`config.mk`:
```
export PLATFORM = sky130hd
export DESIGN_NAME = mvu_apb_cmdq
export DESIGN_NICKNAME = d
export VERILOG_FILES = /design/src/rtl/mvu_apb_cmdq.sv
export SDC_FILE = /design/constraint.sdc
export NUM_CORES = 1
export LEC_CHECK = 0
export CORE_ASPECT_RATIO = 0.6
export CORE_MARGIN = 2
export CORE_UTILIZATION = 54
export CTS_BUF_LIST = sky130_fd_sc_hd__clkbuf_8 sky130_fd_sc_hd__clkbuf_16
export CTS_CLUSTER_SIZE = 16
export DETAILED_ROUTE_END_ITERATION = 8
export HOLD_SLACK_MARGIN = 0.12
export PLACE_DENSITY_LB_ADDON = 0.15
export SYNTH_ARGS = -nofsm -noshare
export SYNTH_HDL_FRONTEND = slang
export SYNTH_SLANG_ARGS = --single-unit
```
`constraint.sdc`:
```
create_clock -name clk -period 3.8 [get_ports clk]
set_clock_uncertainty 0.15 [all_clocks]
set_input_delay 0.57 -clock clk [delete_from_list [all_inputs] [get_ports clk]]
set_output_delay 0.57 -clock clk [all_outputs]
set_load 0.02 [all_outputs]
```
`src/rtl/mvu_apb_cmdq.sv`:
```
// APB command queue in front of the MVU: two-word commands, FIFO issue, job counters, drain irq.
// Optional watchdog enabled by defining MVU_CMDQ_TIMEOUT_EN.
module mvu_apb_cmdq #(
  parameter int DEPTH       = 8,
  parameter int OUT_W       = 16,
  parameter int TIMEOUT_CYC = 65536
) (
  input  logic        clk,
  input  logic        rst_n,
  input  logic [31:0] paddr,
  input  logic        psel,
  input  logic        penable,
  input  logic        pwrite,
  input  logic [31:0] pwdata,
  output logic [31:0] prdata,
  output logic        cmd_valid,
  input  logic        cmd_ready,
  output logic [63:0] cmd_data,
  input  logic        mvu_done,
  output logic        irq
);

  localparam int AW = $clog2(DEPTH);
  localparam int PW = AW + 1;

  logic        wr_en, rd_en;
  logic [2:0]  addr;
  logic        wr_lo, wr_hi, wr_stat, wr_done, wr_ctrl;

  logic [PW-1:0] wp_q, wp_d, rp_q, rp_d, cnt;
  logic [63:0]   mem_q [DEPTH];
  logic          empty, full, pop, push, ovf_set;

  logic [31:0]    lo_q, lo_d;
  logic [OUT_W-1:0] out_q, out_d, done_cnt_q, done_cnt_d;
  logic          done_ok, drain_set;
  logic          ovf_q, ovf_d, drain_q, drain_d;
  logic          irq_en_q, irq_en_d, flush_q, flush_d;
  logic          irq_q, irq_d;
  logic          tmo;
  logic [31:0]   prdata_q, prdata_d, status;

  assign wr_en   = psel & penable & pwrite;
  assign rd_en   = psel & ~penable & ~pwrite;
  assign addr    = paddr[4:2];
  assign wr_lo   = wr_en & (addr == 3'd0);
  assign wr_hi   = wr_en & (addr == 3'd1);
  assign wr_stat = wr_en & (addr == 3'd2);
  assign wr_done = wr_en & (addr == 3'd3);
  assign wr_ctrl = wr_en & (addr == 3'd4);

  assign cnt       = wp_q - rp_q;
  assign empty     = (cnt == '0);
  assign full      = (cnt == PW'(DEPTH));
  assign cmd_valid = ~empty & ~flush_q;
  assign cmd_data  = mem_q[rp_q[AW-1:0]];
  assign pop       = cmd_valid & cmd_ready;
  assign push      = wr_hi & ~full & ~flush_q;
  assign ovf_set   = wr_hi & full & ~flush_q;

  assign done_ok   = mvu_done & (out_q != '0);
  assign drain_set = done_ok & (out_q == OUT_W'(1)) & empty;

  logic unused_ok;
  assign unused_ok = ^{paddr[31:5], paddr[1:0], (TIMEOUT_CYC != 0)};

`ifdef MVU_CMDQ_TIMEOUT_EN
  localparam int WW = $clog2(TIMEOUT_CYC) + 1;
  logic [WW-1:0] wd_q, wd_d;
  logic          tmo_q, tmo_d, tmo_set;

  assign tmo_set = (out_q != '0) & ~mvu_done &
                   (wd_q == WW'(TIMEOUT_CYC - 1));
  assign tmo     = tmo_q;

  // Watchdog: counts while jobs are outstanding, parks at the limit.
  always_comb begin
    wd_d  = wd_q;
    tmo_d = tmo_set | (tmo_q & ~(wr_stat & pwdata[12]));
    if (mvu_done || out_q == '0)
      wd_d = '0;
    else if (wd_q != WW'(TIMEOUT_CYC - 1))
      wd_d = wd_q + 1'b1;
  end

  // Watchdog state registers.
  always_ff @(posedge clk or negedge rst_n) begin
    if (!rst_n) begin
      wd_q  <= '0;
      tmo_q <= 1'b0;
    end else begin
      wd_q  <= wd_d;
      tmo_q <= tmo_d;
    end
  end
`else
  assign tmo = 1'b0;
`endif

  assign status = {19'b0, tmo, drain_q, ovf_q, full, empty, 8'(cnt)};

  // Queue pointers, counters, sticky bits and register read mux.
  always_comb begin
    wp_d = wp_q;
    rp_d = rp_q;
    if (flush_q) begin
      wp_d = '0;
      rp_d = '0;
    end else begin
      if (push) wp_d = wp_q + 1'b1;
      if (pop)  rp_d = rp_q + 1'b1;
    end

    lo_d = wr_lo ? pwdata : lo_q;

    out_d = out_q;
    unique case ({pop, done_ok})
      2'b10:   if (out_q != '1) out_d = out_q + 1'b1;
      2'b01:   out_d = out_q - 1'b1;
      default: out_d = out_q;
    endcase

    done_cnt_d = done_cnt_q;
    if (wr_done)
      done_cnt_d = '0;
    else if (done_ok && done_cnt_q != '1)
      done_cnt_d = done_cnt_q + 1'b1;

    ovf_d   = ovf_set | (ovf_q & ~(wr_stat & pwdata[10]));
    drain_d = drain_set | (drain_q & ~(wr_stat & pwdata[11]));

    irq_en_d = wr_ctrl ? pwdata[0] : irq_en_q;
    flush_d  = wr_ctrl & pwdata[1];
    irq_d    = irq_en_q & (drain_q | tmo);

    prdata_d = prdata_q;
    if (rd_en) begin
      unique case (addr)
        3'd2:    prdata_d = status;
        3'd3:    prdata_d = 32'(done_cnt_q);
        3'd4:    prdata_d = {31'b0, irq_en_q};
        default: prdata_d = '0;
      endcase
    end
  end

  // State registers.
  always_ff @(posedge clk or negedge rst_n) begin
    if (!rst_n) begin
      wp_q       <= '0;
      rp_q       <= '0;
      lo_q       <= '0;
      out_q      <= '0;
      done_cnt_q <= '0;
      ovf_q      <= 1'b0;
      drain_q    <= 1'b0;
      irq_en_q   <= 1'b0;
      flush_q    <= 1'b0;
      irq_q      <= 1'b0;
      prdata_q   <= '0;
    end else begin
      wp_q       <= wp_d;
      rp_q       <= rp_d;
      lo_q       <= lo_d;
      out_q      <= out_d;
      done_cnt_q <= done_cnt_d;
      ovf_q      <= ovf_d;
      drain_q    <= drain_d;
      irq_en_q   <= irq_en_d;
      flush_q    <= flush_d;
      irq_q      <= irq_d;
      prdata_q   <= prdata_d;
    end
  end

  // FIFO storage, written on an accepted push.
  always_ff @(posedge clk or negedge rst_n) begin
    if (!rst_n) begin
      for (int i = 0; i < DEPTH; i++) mem_q[i] <= '0;
    end else if (push) begin
      mem_q[wp_q[AW-1:0]] <= {pwdata, lo_q};
    end
  end

  assign prdata = prdata_q;
  assign irq    = irq_q;

endmodule

```
* Word-level counts from Yosys, hierarchy flattened *
Index checks and enable logic that the tools add are counted.

storage, ports and cells
  flip-flop bits (word level) = 621
  output and inout bits = 98
  bits of input ports = 71
  logic and storage cells = 99
  RAM bits = 0
  bits in latches = 0
  memories kept = 0
  bits in read-only memories = 0

operators by class
  $lt $le $gt $ge = 3
  muxes and demuxes = 15
  bitwise gates (word level) = 35
  shift-type cells = 0
  add/subtract/negate cells = 6
  divide/modulo/power cells = 0
  $mul = 0
  reduce and logical (&&, ||, !) cells = 10
  eq/ne operators = 11

operators by type and width
  kind                     number
  $bwmux W512              1
  $bmux W64 S3             1
  $demux W64 S3            1
  $mux W64                 3
  $mux W16                 3
  $pmux W16 S3             1
  $add A16 B1 Y16 const B  2
  $ne A16 B16 Y1 const B   2
  $pmux W16 S2             1
  $and A1 B1 Y1            24
  $eq A16 B1 Y1 const B    1
  $mux W4                  4
  $reduce_bool A16 Y1      1
  $sub A16 B1 Y16 const B  1
  $add A4 B1 Y4 const B    2
  $ge A4 B4 Y1 const B     2
  $not A3 Y4               2
  $reduce_bool A2 Y1       4
  $not A1 Y1               7
  $eq A3 B2 Y1 const B     2
  $eq A4 B4 Y1 const B     1
  $logic_not A4 Y1         1
  $lt A4 B1 Y1 const B     1
  $sub A4 B4 Y4            1
  9 further kinds          11

* Logic depth before layout (Yosys ltp) *
Gate-level depths: netlist (run 1).

  depth in word-level cells = 8
  depth in mapped cells = 12
  gate-level depth less buffers = 10

* Least setup slack after synthesis (run 1) *
OpenSTA, ideal clock, no wires.

  path type = register -> register
  start = register rp_q[1]
  end = register mem_q[100] (netlist bit)
  period minus slack after synthesis = 3.647 ns
  setup time = 0.125 ns
  buffers on the path = 3
  arrival time = 3.372 ns
  stages on the path, launching flop included = 11
  slack = 0.153 ns
  required time = 3.525 ns
  cell sequence = dfrtp_1 -> clkbuf_1 -> clkbuf_1 -> inv_1 -> ha_1 -> and3b_2 -> or3_1 -> and3_2 -> nor4_4 -> buf_6 -> mux2_4

between the ends
  longest elaborated chain between the ends = 5

RTL lines
  what                             line  RTL
  from (decl)                      30    logic [PW-1:0] wp_q, wp_d, rp_q, rp_d, cnt;
  from (signal assigned)           163   rp_q <= rp_d;
  $sub A4 B4 Y4                    52    assign cnt = wp_q - rp_q;
  $eq A4 B4 Y1                     54    assign full = (cnt == PW'(DEPTH));
  $not A1 Y1                       58    assign push = wr_hi & ~full & ~flush_q;
  $and A1 B1 Y1 (2 in series)      58
  to (signal, indexed assignment)  181   mem_q[wp_q[AW-1:0]] <= {pwdata, lo_q};
  to (decl)                        31    logic [63:0] mem_q [DEPTH];

Every way passes these cells.
A chain may end at the register's enable or synchronous reset.

* Worst setup path in the final report (run 1) *
  start = register rp_q[0]
  end = output port cmd_data[21]

between the ends
  longest elaborated chain between the ends = 4

RTL lines
  what                                          line  RTL
  $not A3 Y4 (not written as such)              56    assign cmd_data = mem_q[rp_q[AW-1:0]];
  $bmux W64 S3                                  56
  $mux W64 (not written as such) (2 in series)  56
  to (decl)                                     18    output logic [63:0] cmd_data,

Every way passes these cells. The select of a mux whose other input is x is not followed.

==> results.txt, run 1 <==
----------------------------------------------------
[Outcome]
  Run status ... finished, final reports clean

[Yosys]
  Top area cells in the synthesized netlist ... dfrtp_1 55%, mux2_2 20%, mux4_2 10%
  Seq cells post-synth ... 605
  Synthesized area divided by synthesized cell count ... 14.7 sq um
  Number of synthesized flops with an enable pin ... 0
  Proportion of synthesized chip area in sequential cells ... 54.5%
  Number of warnings reported in the yosys synthesis log ... 0
  Cell with the most instances after synthesis ... dfrtp_1
  Primary FF master, synth ... dfrtp_1
  Number of unique standard cell types used by synthesis ... 61
  Cell taking the most area after synthesis ... dfrtp_1
  Fraction of registers with async set/reset ... 100%
  Yosys top cell area share ... 54.5%
  Most numerous cell types in the synthesized netlist ... 605 x dfrtp_1, 483 x mux2_2, 221 x nand2_1, 128 x mux4_2, 60 x mux2_4
  Post-synthesis instance area ... 0.0278 sq mm
  Cell count after synthesis ... 1894

[Floorplanning]
  Number of standard-cell rows in the floorplan ... 64
  IO Count ... 169
  Overall die height ... 180 um
  Die Footprint ... 0.0533 sq mm
  Starting density of the core ... 54.6%
  Core ar. ... 0.0508 sq mm
  Die extent in x ... 297 um

[Setup path]
  Worst setup path startpoint ... rp_q[0]
  Maximum fanout along the worst path ... 55
  Standard cell with the maximum stage delay on the critical path ... clkdlybuf4s50_1
  Startpoint-to-endpoint class of the critical path ... reg -> out
  Origin of the critical flop-to-flop path ... wp_q[0]
  Arrival time at the worst endpoint ... 2.92 ns
  Longest individual stage delay on the worst path ... 0.59 ns
  Critical path capture point type ... output port
  Cell Chain, Critical Path ... buf_12 -> mux4_2 -> nand2_1 -> nand2_1 -> clkdlybuf4s50_1
  Reg2reg path depth ... 11
  Worst Setup Start Kind ... flip-flop
  Most prevalent standard cell on the critical path ... nand2_1
  R2R setup slack ... 0.20 ns
  Required time of the critical path ... 3.08 ns
  Reg-to-Reg End ... mem_q[157]

[Global route]
  Number of global-route vias before repair ... 16934
  Overall Global Routing Usage ... 24.9%
  Maximum number of pins on one net before global-route repair ... 131
  GRT Residual Overflow ... 0
  First-pass GRT wire length ... 102000 um
  Antenna violations before repair ... 9

[Clocking]
  Worst-Skew Late Latency ... 0.60 ns
  TritonCTS clock tree ... built
  Clock-pin slew on the worst setup and hold paths ... 0.06 ns
  Library cell used as clock root buffer ... clkbuf_16
  Deepest clock path buffer count ... 3
  H-tree level count ... 2
  Clock buffer count from CTS ... 56
  Clock tree sinks ... 605

[Final layout]
  Design area ... 0.0316 sq mm
  Number of filler instances in the final layout ... 3778
  Sequential cell area ... 0.0151 sq mm
  Area used by multi-input combinational logic ... 0.0119 sq mm
  Count of nets after finishing ... 2082
  Count of placed standard cells in the final layout, fillers left out ... 2741
  Layout overhead on the synthesized area ... 13.9%
  Final Core Density ... 62.2%
  Ratio of cells with drive above 1 in the final layout ... 40.0%

[Placed design]
  Setup Slack @ Placement ... 0.186 ns
  IO buf count ... 123
  Half-perimeter wire length of the detailed placement result ... 38700 um
  Placed instance area ... 0.0297 sq mm
  Last weighted congestion value of the routability-driven placer ... 0.876
  Placed Cells ... 2633

[STA]
  Worst slew slack as a fraction of its limit ... 28.0%
  Final hold vios ... 0
  Post-route worst setup slack ... 0.156 ns
  Maximum operating frequency ... 0.274 GHz
  Final setup violation count ... 0
  Final period utilization ... 95.9%
  Total negative slack for setup checks ... 0 ns
  Slew Limit Fails ... 0
  Measured slew at the worst slew-check pin ... 1.08 ns
  Shortest period the worst path allows ... 3.64 ns

[Worst hold path]
  Hold path startpoint ... prdata[0]
  Hold crit path type ... reg -> reg
  Cell depth of the worst min-delay path ... 2
  Worst-case hold path end point ... prdata[0]

[Route]
  Routed wire length ... 65100 um
  Final ANT Viol Nets ... 0
  Iteration-0 DRC count of the detailed router ... 970
  Via count ... 16179
  Remaining design rule violation count ... 0
  Detailed-route wire length per cell ... 23.8 um
  Drt first pass iters ... 5
  Vias per cell ... 5.90

[Run]
  Max-capacitance violation count ... 0

[Pwr]
  Leak pwr ... 15.1 nW
  Worst IR Drop VDD ... 0.000752 V
  Power per cell area ... 560 mW/mm^2

----------------------------------------------------
-- cells by family after synthesis --
group / share of synthesized area (%)
AOI/OAI and AO/OA: 1.53
xor gates and xnor gates: 1.14
adders and majority gates: 0.523
buffers and inverters: 2.88
DFF: 54.5
muxes: 33.5
other: 0.0135
and+or+nand+nor: 5.91
-- power by group --
part	internal, mW	leakage [nW]	switching, mW
sequential	7.11	8.30	0.663
clock	3.23	0.980	2.43
combinational	1.92	5.83	2.36
total	12.3	15.1	5.45
-- metal layers --
layer  track usage (%)  routed length [um]  up-vias  part of all wire, %
met3              5.03                3990       88                  6.1
met4              5.05                1190        8                  1.8
li1                  -                   -     7065                    -
met1              38.9               31200     8624                   48
met5              1.54                 151        -                 0.23
met2              36.3               28600      394                   44
-- timing repair --
action                                 in CTS  in global routing
gates resized for setup                     1                  3
hold buffers                                1                  0
pin swaps                                   0                  0
setup buffers                               0                  0
setup endpoints to repair                   1                 31
gates cloned                                0                  1
endpoints found under the hold margin      67                  0
-- stage by stage --
| step | hold slack (ns) | power (mW) |
|---|---|---|
| floorplan | 0.124 | 10.6 |
| global placement | 0.314 | 12.0 |
| detailed placement | 0.324 | 12.1 |
| CTS | 0.345 | 17.8 |
| global route | 0.360 | 18.6 |
| finish | 0.340 | 17.7 |
-- flip-flops by register name, summed over array words and instances (netlist names) --
name / cells
irq: 1
irq_en_q: 1
mem_q: 512
drain_q: 1
lo_q: 32
flush_q: 1
prdata: 16
rp_q: 4
out_q: 16
ovf_q: 1
done_cnt_q: 16
wp_q: 4
-- worst max-delay path: cells and delay by family (launching register included) --
family / cells / cell delay, ns
multiplexers: 1 / 0.56
buffers and inverters: 2 / 0.99
AND/OR/NAND/NOR: 2 / 0.26
flip-flops: 1 / 0.48
-- cell usage in the layout (no fill, tap or decap), types with 4 or more instances in the layout --
cell type and n:
nand3b_1 4, clkbuf_16 59, mux2_1 5, conb_1 16, nor3_1 7, nand4_1 11
dfrtp_1 602, ha_1 10, mux2_2 483, inv_1 26, bufinv_16 4, diode_2 5
o21ai_0 12, mux4_2 128, buf_12 16, clkdlybuf4s50_1 121, nand2b_1 5, xor2_1 16
a22o_1 15, and3_1 6, o22ai_1 5, or3_1 5, nand3_1 25, nand2_1 220
clkbuf_8 13, buf_4 21, xnor2_1 20, nor4_1 8, mux2_4 60, clkinv_2 7
nor2_1 42, a21oi_1 11
-- cell type report --
| class | count | area share (%) |
|---|---|---|
| flip-flops and latches | 605 | 47.9 |
| diodes | 5 | 0.0396 |
| clock buffers | 70 | 5.08 |
| repair buffers | 165 | 5.74 |
| well taps | 693 | 2.74 |
| multi-input cells | 1162 | 37.6 |
| clock inverters | 31 | 0.771 |
| inverters | 10 | 0.119 |
-- worst max path at each step --
stage / to / slack, ns / cells past startpoint
floorplan: mem_q[100] / 0.15 / 10
global placement: mem_q[154] / 0.25 / 8
detailed placement: mem_q[157] / 0.19 / 11
CTS: cmd_data[18] / 0.04 / 5
global route: mem_q[157] / -0.0003 / 11
finish: cmd_data[21] / 0.16 / 5
No activity file was read; power rests on OpenSTA's default activity.
==> run 2, diff against run 1 <==
--- a/config.mk
+++ b/config.mk
@@ -5,9 +5,10 @@
 export SDC_FILE = /design/constraint.sdc
 export NUM_CORES = 1
 export LEC_CHECK = 0
+export ABC_AREA = 0
 export CORE_ASPECT_RATIO = 0.6
 export CORE_MARGIN = 2
-export CORE_UTILIZATION = 54
+export CORE_UTILIZATION = 60
 export CTS_BUF_LIST = sky130_fd_sc_hd__clkbuf_8 sky130_fd_sc_hd__clkbuf_16
 export CTS_CLUSTER_SIZE = 16
 export DETAILED_ROUTE_END_ITERATION = 8
==> constraint.sdc (replaced) <==
create_clock -name clk -period 4.4 [get_ports clk]
set_clock_uncertainty 0.15 [all_clocks]
set_input_delay 0.66 -clock clk [delete_from_list [all_inputs] [get_ports clk]]
set_output_delay 0.66 -clock clk [all_outputs]
set_load 0.02 [all_outputs]
==> results.txt, run 2 (synthesized netlist as in run 1, its figures left out) <==
----------------------------------------------------
[Clocking]
  Deepest clock path buffer count ... 3
  Clock tree sinks ... 605
  Library cell used as clock root buffer ... clkbuf_16
  H-tree level count ... 2
  Worst-Skew Late Latency ... 0.59 ns
  Clock buffer count from CTS ... 54
  Clock-pin slew on the worst setup and hold paths ... 0.07 ns
  TritonCTS clock tree ... built

[Pwr]
  Comb pwr share ... 23.4%
  Switch Pwr ... 4.67 mW
  Switching power as a share of total power ... 30.3%
  Leak pwr ... 15.1 nW
  Portion of total power attributed to the clock network ... 33.0%
  Sequential fraction of design power ... 43.6%
  Design internal power ... 10.8 mW
  Power per cell area ... 490 mW/mm^2
  Worst IR Drop VDD ... 0.000421 V

[Floorplanning]
  Die extent in x ... 282 um
  Core ar. ... 0.0452 sq mm
  Starting density of the core ... 61.4%
  Die Footprint ... 0.0481 sq mm
  IO Count ... 169
  Number of standard-cell rows in the floorplan ... 60
  Overall die height ... 171 um

[Global route]
  Overall Global Routing Usage ... 28.0%
  Antenna violations before repair ... 4
  GRT Residual Overflow ... 0
  Number of global-route vias before repair ... 17317
  Maximum number of pins on one net before global-route repair ... 131
  First-pass GRT wire length ... 103000 um

[Final layout]
  Ratio of cells with drive above 1 in the final layout ... 40.1%
  Leading cell type in the layout, fill and taps excluded ... dfrtp_1
  Max reg flops ... 512
  Count of nets after finishing ... 2071
  Design area ... 0.0315 sq mm
  Biggest register ... mem_q
  Layout overhead on the synthesized area ... 13.5%
  Largest regs ... mem_q: 512 flops, lo_q: 32 flops
  Most used cells in the layout excluding fill and tap cells ... 602 x dfrtp_1, 483 x mux2_2, 220 x nand2_1
  Number of filler instances in the final layout ... 3051

[Route]
  Iteration-0 DRC count of the detailed router ... 1209
  Detailed-route wire length per cell ... 24.4 um
  Routed wire length ... 64700 um
  Remaining design rule violation count ... 0
  Final ANT Viol Nets ... 0
  Via count ... 16188
  Drt first pass iters ... 5
  Vias per cell ... 6.10

[Setup path]
  Arrival time at the worst endpoint ... 3.06 ns
  Most prevalent standard cell on the critical path ... nand2_1
  Cell Chain, Critical Path ... buf_12 -> mux4_2 -> nand2_1 -> nand2_1 -> clkdlybuf4s50_1
  Longest individual stage delay on the worst path ... 0.67 ns
  Count of buffering cells on the critical path with inverters included ... 2
  Worst Setup Start Kind ... flip-flop
  Category of cells accounting for the largest share of critical-path delay ... buffers and inverters
  Required time of the critical path ... 3.59 ns
  Standard cell with the maximum stage delay on the critical path ... clkdlybuf4s50_1
  Critical path capture point type ... output port
  Maximum fanout along the worst path ... 130
  Startpoint-to-endpoint class of the critical path ... reg -> out

[STA]
  Setup repair after global routing missed its margin ... false
  Final setup violation count ... 0
  Maximum operating frequency ... 0.258 GHz
  Final hold vios ... 0
  Final period utilization ... 88.1%
  Worst slew slack as a fraction of its limit ... 27.6%
  Slew Limit Fails ... 0
  Measured slew at the worst slew-check pin ... 1.08 ns
  Shortest period the worst path allows ... 3.87 ns
  Total negative slack for setup checks ... 0 ns

[Outcome]
  Run status ... finished, final reports clean

[Worst hold path]
  Hold crit path type ... reg -> reg

[Placed design]
  Placed instance area ... 0.0295 sq mm
  IO buf count ... 123
  Last weighted congestion value of the routability-driven placer ... 0.867
  Half-perimeter wire length of the detailed placement result ... 37400 um

[Run]
  Max-capacitance violation count ... 0

----------------------------------------------------
run 2: cell types whose count changed in the layout (fill, tap and decap cells not counted), moves of 4 or more:
cell / delta
inv_1: -7
buf_4: -5
clkbuf_8: +5
diode_2: -4
run 2: final cells by class:
cell class                 instances  area [sq um]  area share, %
clock inverter                    25           273          0.866
timing repair buffer             156          1690           5.36
inverter                          10          37.5          0.119
antenna                            1          2.50        0.00795
clock buffer                      75          1670           5.32
multi-input combinational       1162         11900           37.8
tap                              620           776           2.46
sequential                       605         15100           48.1
run 2: power by group through the flow:
stage	Clock, mW	Combinational, mW	Sequential (mW)
detailed placement	0	3.63	6.81
global route	5.39	3.90	6.81
CTS	5.17	3.65	6.72
floorplan	0	2.58	6.57
global placement	0	3.56	6.76
finish	5.09	3.61	6.73
run 2: through the flow:
step	std cells	utilization [%]	hold WS, ns	total power [mW]	setup slack (ns)
final	2654	69.7	0.344	15.4	0.525
after global placement	2552	65.4	0.315	10.3	0.739
after CTS	2653	69.7	0.343	15.5	0.488
after floorplan	1909	-	0.214	9.15	0.753
after global routing	2653	69.7	0.358	16.1	0.392
after detailed placement	2552	65.4	0.324	10.4	0.734
run 2: path summary, 6_finish.rpt:
path / start / to / slack [ns] / cells after the start
worst max-delay path: rp_q[1] / cmd_data[32] / 0.53 / 5
max in group asynchronous: rst_n / mem_q[411] / 2.44 / 4
min in group asynchronous: rst_n / prdata[14] / 0.57 / 2
worst min-delay path: mem_q[399] / mem_q[399] / 0.34 / 1
worst max register to register: wp_q[0] / mem_q[344] / 0.66 / 11
worst min register to register: mem_q[399] / mem_q[399] / 0.34 / 1
run 2: timing repair:
| action | in CTS | in global routing |
|---|---|---|
| hold endpoints to repair | 84 | 0 |
| resized for setup | 0 | 0 |
| hold buffers | 1 | 0 |
| buffers inserted | 0 | 0 |
run 2: per-layer routing:
metal | track usage [%] | vias up | wire (um)
met3 | 5.23 | 94 | 3690
met1 | 41.9 | 8664 | 29900
li1 | - | 7031 | -
met5 | 0 | - | 28
met2 | 43.3 | 395 | 30000
met4 | 6.13 | 4 | 1090
